## src/rtl/dfa_pkg.sv

```systemverilog
// rtl/dfa_pkg.sv - shared types and encodings for the DFA match engine
// Holds the cfg_sel encodings, default-width state/class typedefs and the
// match counter width used by the DFA_MATCH_CNT_EN build.
package dfa_pkg;
  localparam int DFA_STATE_W = 11;
  localparam int DFA_CLASS_W = 4;
  localparam int MATCH_CNT_W = 16;

  typedef enum logic [1:0] {
    CFG_CHARMAP = 2'd0,
    CFG_TRANS   = 2'd1,
    CFG_ACCEPT  = 2'd2,
    CFG_RSVD    = 2'd3
  } cfg_sel_t;

  typedef logic [DFA_STATE_W-1:0] state_t;
  typedef logic [DFA_CLASS_W-1:0] class_t;
endpackage

```

## src/rtl/dfa_tables.sv

```systemverilog
// rtl/dfa_tables.sv - char map, transition and accept tables with lookups
// Ports:
//   clk, rst_n          clock, async active-low reset (accept table only)
//   wr_en/wr_sel/wr_addr/wr_data  table write port
//   char_in, cur_state  lookup inputs
//   next_state          trans[cur_state][charmap[char_in]], 0 if cur_state out of range
//   next_accept         accept[next_state], 0 if next_state out of range
module dfa_tables
  import dfa_pkg::*;
#(
  parameter int STATE_W    = 11,
  parameter int CLASS_W    = 4,
  parameter int NUM_STATES = 16
) (
  input  logic                       clk,
  input  logic                       rst_n,
  input  logic                       wr_en,
  input  logic [1:0]                 wr_sel,
  input  logic [STATE_W+CLASS_W-1:0] wr_addr,
  input  logic [STATE_W-1:0]         wr_data,
  input  logic [7:0]                 char_in,
  input  logic [STATE_W-1:0]         cur_state,
  output logic [STATE_W-1:0]         next_state,
  output logic                       next_accept
);
  localparam int ADDR_W = STATE_W + CLASS_W;
  localparam int NCLASS = 2 ** CLASS_W;
  localparam int SIDX_W = (NUM_STATES > 1) ? $clog2(NUM_STATES) : 1;
  localparam logic [STATE_W:0] NS_S = (STATE_W+1)'(NUM_STATES);
  localparam logic [ADDR_W:0]  NS_A = (ADDR_W+1)'(NUM_STATES);

  // char map and transition table are deliberately not reset
  logic [CLASS_W-1:0]    charmap [256];
  logic [STATE_W-1:0]    trans   [NUM_STATES][NCLASS];
  logic [NUM_STATES-1:0] accept;

  logic [STATE_W-1:0] wr_st;
  logic [CLASS_W-1:0] wr_cls;
  logic               cm_ok, tr_ok, ac_ok;

  assign wr_st  = wr_addr[ADDR_W-1:CLASS_W];
  assign wr_cls = wr_addr[CLASS_W-1:0];
  assign cm_ok  = (wr_addr[ADDR_W-1:8] == '0);
  assign tr_ok  = ({1'b0, wr_st} < NS_S);
  assign ac_ok  = ({1'b0, wr_addr} < NS_A);

  always_ff @(posedge clk) begin
    if (wr_en && wr_sel == CFG_CHARMAP && cm_ok)
      charmap[wr_addr[7:0]] <= wr_data[CLASS_W-1:0];
  end

  always_ff @(posedge clk) begin
    if (wr_en && wr_sel == CFG_TRANS && tr_ok)
      trans[wr_st[SIDX_W-1:0]][wr_cls] <= wr_data;
  end

  always_ff @(posedge clk or negedge rst_n) begin
    if (!rst_n)
      accept <= '0;
    else if (wr_en && wr_sel == CFG_ACCEPT && ac_ok)
      accept[wr_addr[SIDX_W-1:0]] <= wr_data[0];
  end

  logic [CLASS_W-1:0] cls;
  logic               cur_ok, nxt_ok;

  assign cls         = charmap[char_in];
  // an out-of-range state (from software or a bad table entry) falls back to 0
  assign cur_ok      = ({1'b0, cur_state} < NS_S);
  assign next_state  = cur_ok ? trans[cur_state[SIDX_W-1:0]][cls] : '0;
  assign nxt_ok      = ({1'b0, next_state} < NS_S);
  assign next_accept = nxt_ok & accept[next_state[SIDX_W-1:0]];
endmodule

```

## src/rtl/dfa_match_engine.sv

```systemverilog
// rtl/dfa_match_engine.sv - multi-context DFA character scanner
// Optional feature macro: DFA_MATCH_CNT_EN adds per-context saturating match_cnt.
// Ports:
//   clk, rst_n                    clock, async active-low reset
//   char_in/char_in_vld/char_in_rdy  character stream, one per cycle
//   ctx_sel                       context for char_in, state_in, state_out
//   state_in/state_in_vld         state overwrite for ctx_sel
//   state_out                     current state of ctx_sel (combinational)
//   cfg_wr_en/cfg_sel/cfg_addr/cfg_data  table write port
//   accept_out/accept_ctx         registered match pulse and its context
//   match_cnt                     (DFA_MATCH_CNT_EN) match count of ctx_sel
module dfa_match_engine
  import dfa_pkg::*;
#(
  parameter int STATE_W    = 11,
  parameter int CLASS_W    = 4,
  parameter int NUM_STATES = 16,
  parameter int NUM_CTX    = 4,
  localparam int CTX_W     = (NUM_CTX > 1) ? $clog2(NUM_CTX) : 1
) (
  input  logic                       clk,
  input  logic                       rst_n,
  input  logic [7:0]                 char_in,
  input  logic                       char_in_vld,
  output logic                       char_in_rdy,
  input  logic [CTX_W-1:0]           ctx_sel,
  input  logic [STATE_W-1:0]         state_in,
  input  logic                       state_in_vld,
  output logic [STATE_W-1:0]         state_out,
  input  logic                       cfg_wr_en,
  input  logic [1:0]                 cfg_sel,
  input  logic [STATE_W+CLASS_W-1:0] cfg_addr,
  input  logic [STATE_W-1:0]         cfg_data,
  output logic                       accept_out,
  output logic [CTX_W-1:0]           accept_ctx
`ifdef DFA_MATCH_CNT_EN
  ,
  output logic [MATCH_CNT_W-1:0]     match_cnt
`endif
);
  logic [STATE_W-1:0] state_q [NUM_CTX];
  logic [STATE_W-1:0] cur_state, next_state;
  logic               next_accept, consume, ovr;

  // cfg writes beat overwrites, overwrites beat characters
  assign char_in_rdy = ~(cfg_wr_en | state_in_vld);
  assign consume     = char_in_vld & char_in_rdy;
  assign ovr         = state_in_vld & ~cfg_wr_en;
  assign cur_state   = state_q[ctx_sel];
  assign state_out   = cur_state;

  dfa_tables #(
    .STATE_W    (STATE_W),
    .CLASS_W    (CLASS_W),
    .NUM_STATES (NUM_STATES)
  ) u_tables (
    .clk         (clk),
    .rst_n       (rst_n),
    .wr_en       (cfg_wr_en),
    .wr_sel      (cfg_sel),
    .wr_addr     (cfg_addr),
    .wr_data     (cfg_data),
    .char_in     (char_in),
    .cur_state   (cur_state),
    .next_state  (next_state),
    .next_accept (next_accept)
  );

  // lookup is fully combinational off the live state register, so
  // back-to-back characters on one context need no forwarding
  always_ff @(posedge clk or negedge rst_n) begin
    if (!rst_n) begin
      for (int i = 0; i < NUM_CTX; i++) state_q[i] <= '0;
      accept_out <= 1'b0;
      accept_ctx <= '0;
    end else begin
      accept_out <= consume & next_accept;
      if (consume) accept_ctx <= ctx_sel;
      if (ovr)
        state_q[ctx_sel] <= state_in;
      else if (consume)
        state_q[ctx_sel] <= next_state;
    end
  end

`ifdef DFA_MATCH_CNT_EN
  logic [MATCH_CNT_W-1:0] cnt_q [NUM_CTX];

  // counts registered pulses, so a count lands one cycle after accept_out
  always_ff @(posedge clk or negedge rst_n) begin
    if (!rst_n) begin
      for (int i = 0; i < NUM_CTX; i++) cnt_q[i] <= '0;
    end else begin
      for (int i = 0; i < NUM_CTX; i++) begin
        if (ovr && ctx_sel == CTX_W'(i))
          cnt_q[i] <= '0;
        else if (accept_out && accept_ctx == CTX_W'(i) && cnt_q[i] != '1)
          cnt_q[i] <= cnt_q[i] + 1'b1;
      end
    end
  end

  assign match_cnt = cnt_q[ctx_sel];
`endif
endmodule
```

## config.mk

```make
export PLATFORM = sky130hd
export DESIGN_NAME = dfa_match_engine
export DESIGN_NICKNAME = d
export VERILOG_FILES = /design/src/rtl/dfa_pkg.sv /design/src/rtl/dfa_tables.sv /design/src/rtl/dfa_match_engine.sv
export SDC_FILE = /design/constraint.sdc
export NUM_CORES = 2
export LEC_CHECK = 0
export BUFFER_PORTS_ARGS = -buffer_cell sky130_fd_sc_hd__buf_2
export CORE_UTILIZATION = 41
export CTS_BUF_LIST = sky130_fd_sc_hd__clkbuf_4 sky130_fd_sc_hd__clkbuf_8
export DETAILED_ROUTE_END_ITERATION = 8
export HOLD_SLACK_MARGIN = 0.15
export MAX_ROUTING_LAYER = met4
export PLACE_DENSITY = 0.52
export SLEW_MARGIN = 0
export SYNTH_ARGS = -nofsm -noshare
export SYNTH_HDL_FRONTEND = slang
export SYNTH_HIERARCHICAL = 1
export SYNTH_SLANG_ARGS = --single-unit
```

## constraint.sdc

```tcl
create_clock -name clk -period 6.4 [get_ports clk]
set_input_delay 1.28 -clock clk [delete_from_list [all_inputs] [get_ports clk]]
set_output_delay 1.28 -clock clk [all_outputs]
set_load 0.005 [all_outputs]
```

### Yosys cells after proc, flatten, opt, wreduce, memory -nomap -nowiden

Memories as Yosys holds them, arrays and structs flattened.
Index checks and enable logic that the tools add are counted.

* magnitude comparators: 12
* equal/unequal tests: 2
* muxes and demuxes: 24
* bitwise logic cells: 10
* reductions and logical operators: 12

Operators with widths (count)
* two-way mux 176 bit: 1
* bitwise mux 44 bit: 2
* two-way mux 44 bit: 2
* two-way mux 11 bit: 7
* binary-select mux 11 bit (select 4 bit): 1
* demux 11 bit (select 4 bit): 1
* less-than comparator 11 x 5 -> 1 bit (second input constant): 3
* binary-select mux 11 bit (select 2 bit): 1
* demux 11 bit (select 2 bit): 1
* bitwise mux 16 bit: 1
* less-than comparator 15 x 5 -> 1 bit (second input constant): 1
* >= comparator 5 bit (second input constant): 2
* less-than comparator 4 x 5 -> 1 bit (second input constant): 2
* NOT 4 -> 5 bit: 2
* logical AND 1 bit: 9
* zero test 7 bit: 1
* less-than comparator 5 x 1 -> 1 bit (second input constant): 1
* two-way mux 1 bit: 5
* AND 1 bit: 4
* binary-select mux 1 bit (select 4 bit): 1
* demux 1 bit (select 4 bit): 1
* >= comparator 4 x 1 -> 1 bit (second input constant): 1
* >= comparator 3 bit (second input constant): 1
* less-than comparator 3 x 1 -> 1 bit (second input constant): 1
* 7 further kinds: 8

* bits in registers: 63
* RAM bits: 3840
* word-level logic and storage cells: 69
* memories kept: 2

Memories
* u_tables.trans: words 16, bits a word 176, read ports 1, clocked after memory_dff 0, write ports 1, line dfa_tables.sv:34 `logic [STATE_W-1:0] trans [NUM_STATES][NCLASS];`
* u_tables.charmap: words 256, bits a word 4, read ports 1, clocked after memory_dff 0, write ports 1, line dfa_tables.sv:33 `logic [CLASS_W-1:0] charmap [256];`

### Logic depth before layout (Yosys ltp)

An unclocked memory read counts as a cell.

* depth in word-level cells: 13
* mapped depth: 23
* depth with buffers taken out: 15

### Modules after synthesis

The synthesis kept the hierarchy.

Modules (own cells, without submodules)
* dfa_tables: instances 1, cells an instance 6811, area an instance 150548.1 um^2, sequential area each 115711.0 um^2
* dfa_match_engine: instances 1, cells an instance 132, area an instance 2175.8 um^2, sequential area each 1176.1 um^2

### Worst setup path before layout

Ideal clock, no wire load.

* path kind: input-to-reg
* start point: input ctx_sel[0]
* end point: register state_q[12] (netlist bit)
* arrival time: 5.865 ns
* data required time: 6.275 ns
* path slack: 0.410 ns
* cell stages on the path: 19
* path buffers: 8
* cell sequence: buf_2 -> buf_2 -> mux4_2 -> clkbuf_1 -> buf_1 -> clkbuf_1 -> buf_1 -> clkbuf_1 -> clkbuf_1 -> mux4_2 -> mux4_2 -> nor2_1 -> a21oi_1 -> o211ai_1 -> o21ai_0 -> o211ai_1 -> inv_1 -> mux2_2 -> mux2_2

* longest elaborated chain between the ends: 12
* elaborated cells on any way between the ends: 19

Ends and longest elaborated chain
* start: declaration: line dfa_match_engine.sv:26 `input logic [CTX_W-1:0] ctx_sel,`
* NOT 2 -> 3 bit (implied by the code) *: line dfa_match_engine.sv:49 `assign cur_state = state_q[ctx_sel];`
* binary-select mux 11 bit (select 2 bit) *: line dfa_match_engine.sv:49
* two-way mux 11 bit (implied by the code) * (2 in a row): line dfa_match_engine.sv:49
* net state_out[1]: line dfa_match_engine.sv:29 `output logic [STATE_W-1:0] state_out,`
* memory read (16 x 176 bit)
* binary-select mux 11 bit (select 4 bit): line dfa_tables.sv:70 `assign next_state = cur_ok ? trans[cur_state[SIDX_W-1:0]][cls] : '0;`
* two-way mux 11 bit (implied by the code) (2 in a row): line dfa_tables.sv:70
* two-way mux 11 bit *: line dfa_tables.sv:70
* net next_state[1]: line dfa_match_engine.sv:42 `logic [STATE_W-1:0] cur_state, next_state;`
* bitwise mux 44 bit *: line dfa_match_engine.sv:82 `state_q[ctx_sel] <= next_state;`
* two-way mux 44 bit *: line dfa_match_engine.sv:81 `else if (consume)`
* two-way mux 44 bit *: line dfa_match_engine.sv:79 `if (ovr)`
* end signal: indexed assignment: line dfa_match_engine.sv:80 `state_q[ctx_sel] <= state_in;`
* end signal: indexed assignment: line dfa_match_engine.sv:82
* end: declaration: line dfa_match_engine.sv:41 `logic [STATE_W-1:0] state_q [NUM_CTX];`

The timed path passes the listed nets; every way through them passes the cells marked *. The select of a mux whose other input is x is not followed.
A chain may end at the register's enable or synchronous reset.

### Worst setup path in the final report

* start point: input char_in[0]
* end point: register accept_out

* longest elaborated chain between the ends: 10
* elaborated cells on any way between the ends: 11

Ends and longest elaborated chain
* start: declaration: line dfa_match_engine.sv:23 `input logic [7:0] char_in,`
* memory read (256 x 4 bit) *
* NOT 4 -> 5 bit (implied by the code) *: line dfa_tables.sv:70
* binary-select mux 11 bit (select 4 bit) *: line dfa_tables.sv:70
* two-way mux 11 bit (implied by the code) * (2 in a row): line dfa_tables.sv:70
* two-way mux 11 bit *: line dfa_tables.sv:70
* net next_state[3]: line dfa_match_engine.sv:42
* branches (longest 2 deep; another with less-than comparator 11 x 5 -> 1 bit)
* AND 1 bit *: line dfa_tables.sv:72 `assign next_accept = nxt_ok & accept[next_state[SIDX_W-1:0]];`
* net next_accept: line dfa_match_engine.sv:43 `logic next_accept, consume, ovr;`
* AND 1 bit *: line dfa_match_engine.sv:77 `accept_out <= consume & next_accept;`
* end signal: assignment: line dfa_match_engine.sv:77
* end: declaration: line dfa_match_engine.sv:34 `output logic accept_out,`

Mark *: on every way through the listed nets, which the timed path passes. The select of a mux whose other input is x is not followed.

==> flow_metrics.py <==
metrics = {
    "run": {
        "drv_cap": 0,
    },
    "clock_tree": {
        "postCtsSetupBuffers": 0,
        "insertion_delay_ns": 1.20,
        "root_buffer": "clkbuf_8",
        "cts_tree": "done",
        "cts_num_sinks": 3903,
        "clk_pin_slew_ns": 0.05,
        "clockBufferDepth": 4,
        "cts-htree-levels": 6,
        "cts_made_buffers": 651,
    },
    "yosys": {
        "syn_inst": 6943,
        "yosysMostFrequentCell": "edfxtp_1",
        "synth_cell_types": 79,
        "yosys.area.top_type_share_pct": 75.50,
        "ys_seq_area_share_pct": 76.53,
        "async_flop_share_pct": 1.614,
        "synth_top_cell_by_area": "edfxtp_1",
        "ys.flop_type": "edfxtp_1",
        "ys.warnings.count": 6,
        "synth_common_cells": "edfxtp_1 (3840), mux4_2 (1049), nor2_1 (571)",
        "synth_area_per_cell_um2": 22.00,
        "syn_area_um2": 152700,
        "synth_nets": 6997,
        "synth_edf_count": 3840,
        "synth.area.top_cells": "edfxtp_1 (76%), mux4_2 (15%), nor2_1 (1.4%)",
        "ys_ff_latch": 3903,
    },
    "grt": {
        "grt_usage_pct": 23.65,
        "grt_pass1_wl_mm": 609.1,
        "first_global_vias": 78270,
        "grt_max_degree": 203,
        "gr-total-overflow": 0,
        "antenna_found_initial": 35,
    },
    "critical_path": {
        "worstSetupPathType": "in -> reg",
        "path_max_fanout": 35,
        "regToRegSetupSlack_ns": 0.81,
        "required_ns": 7.47,
        "ff2ff_path_depth": 20,
        "r2r-start": "u_tables/charmap[71][0]",
        "r2r-end": "accept_out",
        "cp-start-kind": "primary input",
        "crit_start": "char_in[0]",
        "cp_data_arrival_time_ns": 7.11,
        "end_kind": "flop",
    },
    "sta": {
        "slew_headroom_pct": 11.98,
        "finalSetupTns_ns": 0,
        "drv_slew": 0,
        "fin_crit_ns": 6.035,
        "setup_violations": 0,
        "final.period_utilization_pct": 94.29,
        "skew_ns": 0.09198,
        "rsz0062_at_grt": "false",
        "timing.fmax_mhz": 165.7,
        "worst_pin_slew_ns": 1.320,
        "hold_viol_final": 0,
    },
    "final_layout": {
        "nFillCells": 30560,
        "syn_to_final_growth_pct": 15.21,
        "design_area_um2": 175900,
        "layout.nets": 7958,
        "drive_above_1_share_pct": 35.12,
    },
    "floorplan": {
        "dieArea_um2": 374900,
        "start_util_pct": 41.31,
        "fp-row-count": 223,
        "ios": 69,
        "die-width_um": 612.3,
        "die_h_um": 612.3,
        "core_um2": 369700,
    },
    "place": {
        "dpl.hpwl_mm": 269.1,
        "place_area_um2": 163300,
        "gp_congestion": 0.8379,
        "io_buffers": 68,
    },
    "hold_path": {
        "holdCritPathClass": "in -> async",
    },
    "detailed_routing": {
        "avgViaCountPerCell": 5.735,
        "avgRoutedWirePerCell_um": 32.41,
        "wirelength_mm": 433.6,
        "num_vias": 76730,
        "drc": 0,
        "dr.first_iter.drc_count": 8599,
        "ant_nets": 0,
        "dr.pass1.iters": 6,
    },
    "status": {
        "status": "finished, final reports clean",
    },
    "pwr": {
        "p_leak_nw": 55.32,
        "power_mw": 66.78,
        "ir_drop_mv": 0.2630,
        "p_per_area_nw_per_um2": 379.6,
    },
}
-- flip-flops by register name (all words and copies together) (netlist names) --
register          cells
state_q              44
u_tables/charmap   1024
u_tables/accept      16
accept_out            1
accept_ctx            2
u_tables/trans     2816
-- logic make-up after synthesis --
logic type / count (synthesis) / share of synthesized area (%)
AO/OA/AOI/OAI: 348 / 1.608
buffers and inverters: 436 / 1.457
flip-flops: 3903 / 76.53
multiplexers: 1370 / 17.91
AND/OR/NAND/NOR: 886 / 2.495
-- per-layer routing --
layer / track usage [%] / wire (µm) / up-vias
li1: - / - / 31230
met5: - / 0 / -
met3: 3.325 / 29360 / 583
met4: 5.478 / 9575 / 0
met2: 36.53 / 206700 / 3072
met1: 33.54 / 187900 / 41850
-- power breakdown --
group	total [mW]	internal, mW	switching [mW]
combinational	16.9	7.39	9.48
clock	21.6	11.5	10.1
sequential	28.3	28.2	0.0675
total	66.8	47.1	19.7
-- placed cells by master, fill, tap and decap left out, types with 22 or more instances in the layout --
| master | instances |
|---|---|
| edfxtp_1 | 3840 |
| mux4_2 | 1045 |
| clkbuf_8 | 659 |
| buf_4 | 597 |
| nor2_1 | 569 |
| clkbuf_4 | 233 |
| mux2i_1 | 194 |
| clkinv_1 | 164 |
| mux2_2 | 101 |
| nand2_1 | 94 |
| a211oi_1 | 78 |
| a21oi_1 | 76 |
| buf_12 | 71 |
| dfrtp_1 | 63 |
| a22oi_1 | 63 |
| nor2b_1 | 62 |
| buf_2 | 53 |
| clkinv_2 | 46 |
| nand3_1 | 38 |
| nand2_2 | 24 |
| o21ai_0 | 23 |
| a221oi_1 | 22 |
| mux4_1 | 22 |
-- final cells by class --
cell class	instances	area (µm²)	share of cell area, %
multi-input combinational	2604	33830	19.23
tap	4950	6193	3.520
antenna	12	30.03	0.01707
inverter	10	37.54	0.02133
sequential	3903	116900	66.43
timing repair buffer	734	6362	3.616
clock inverter	275	1797	1.021
clock buffer	891	10810	6.141
-- stage by stage --
step	hold slack [ns]	setup WS, ns	instances	util [%]
2_1_floorplan	0.4720	0.4100	6943	-
3_3_place_gp	0.4837	-1.161	12200	44.17
3_5_place_dp	0.4907	-1.147	12200	44.17
4_1_cts	0.2072	0.1079	13370	47.58
5_1_grt	0.3264	0.1447	13370	47.59
6_report	0.2770	0.3654	13380	47.59
-- how the worst max path moves through the flow --
stage / to / slack, ns / depth (start not counted)
6_report: accept_out / 0.37 / 22
5_1_grt: accept_out / 0.14 / 22
4_1_cts: accept_out / 0.11 / 23
3_5_place_dp: accept_out / -1.15 / 23
3_3_place_gp: state_q[14] / -1.16 / 21
2_1_floorplan: state_q[12] / 0.41 / 19
-- what timing repair did --
action,CTS,global route
hold buffers,0,0
setup endpoints to repair,0,5
resized for setup,0,1
-- worst max-delay path: stages --
cell,delay [ns]
buf_8,0.28
buf_12,0.31
mux4_2,0.55
a311oi_1,0.28
o211ai_1,0.19
nor4_2,0.72
buf_4,0.25
a31oi_4,0.05
nand2_8,0.24
buf_12,0.16
buf_4,0.11
a211oi_1,0.04
a21oi_1,0.26
buf_4,0.17
a21boi_0,0.10
a2111oi_0,0.49
buf_4,0.19
o21ai_0,0.15
inv_1,0.36
mux2_2,0.39
o211a_1,0.22
and3_1,0.16
(Power assumes the default switching activity.)
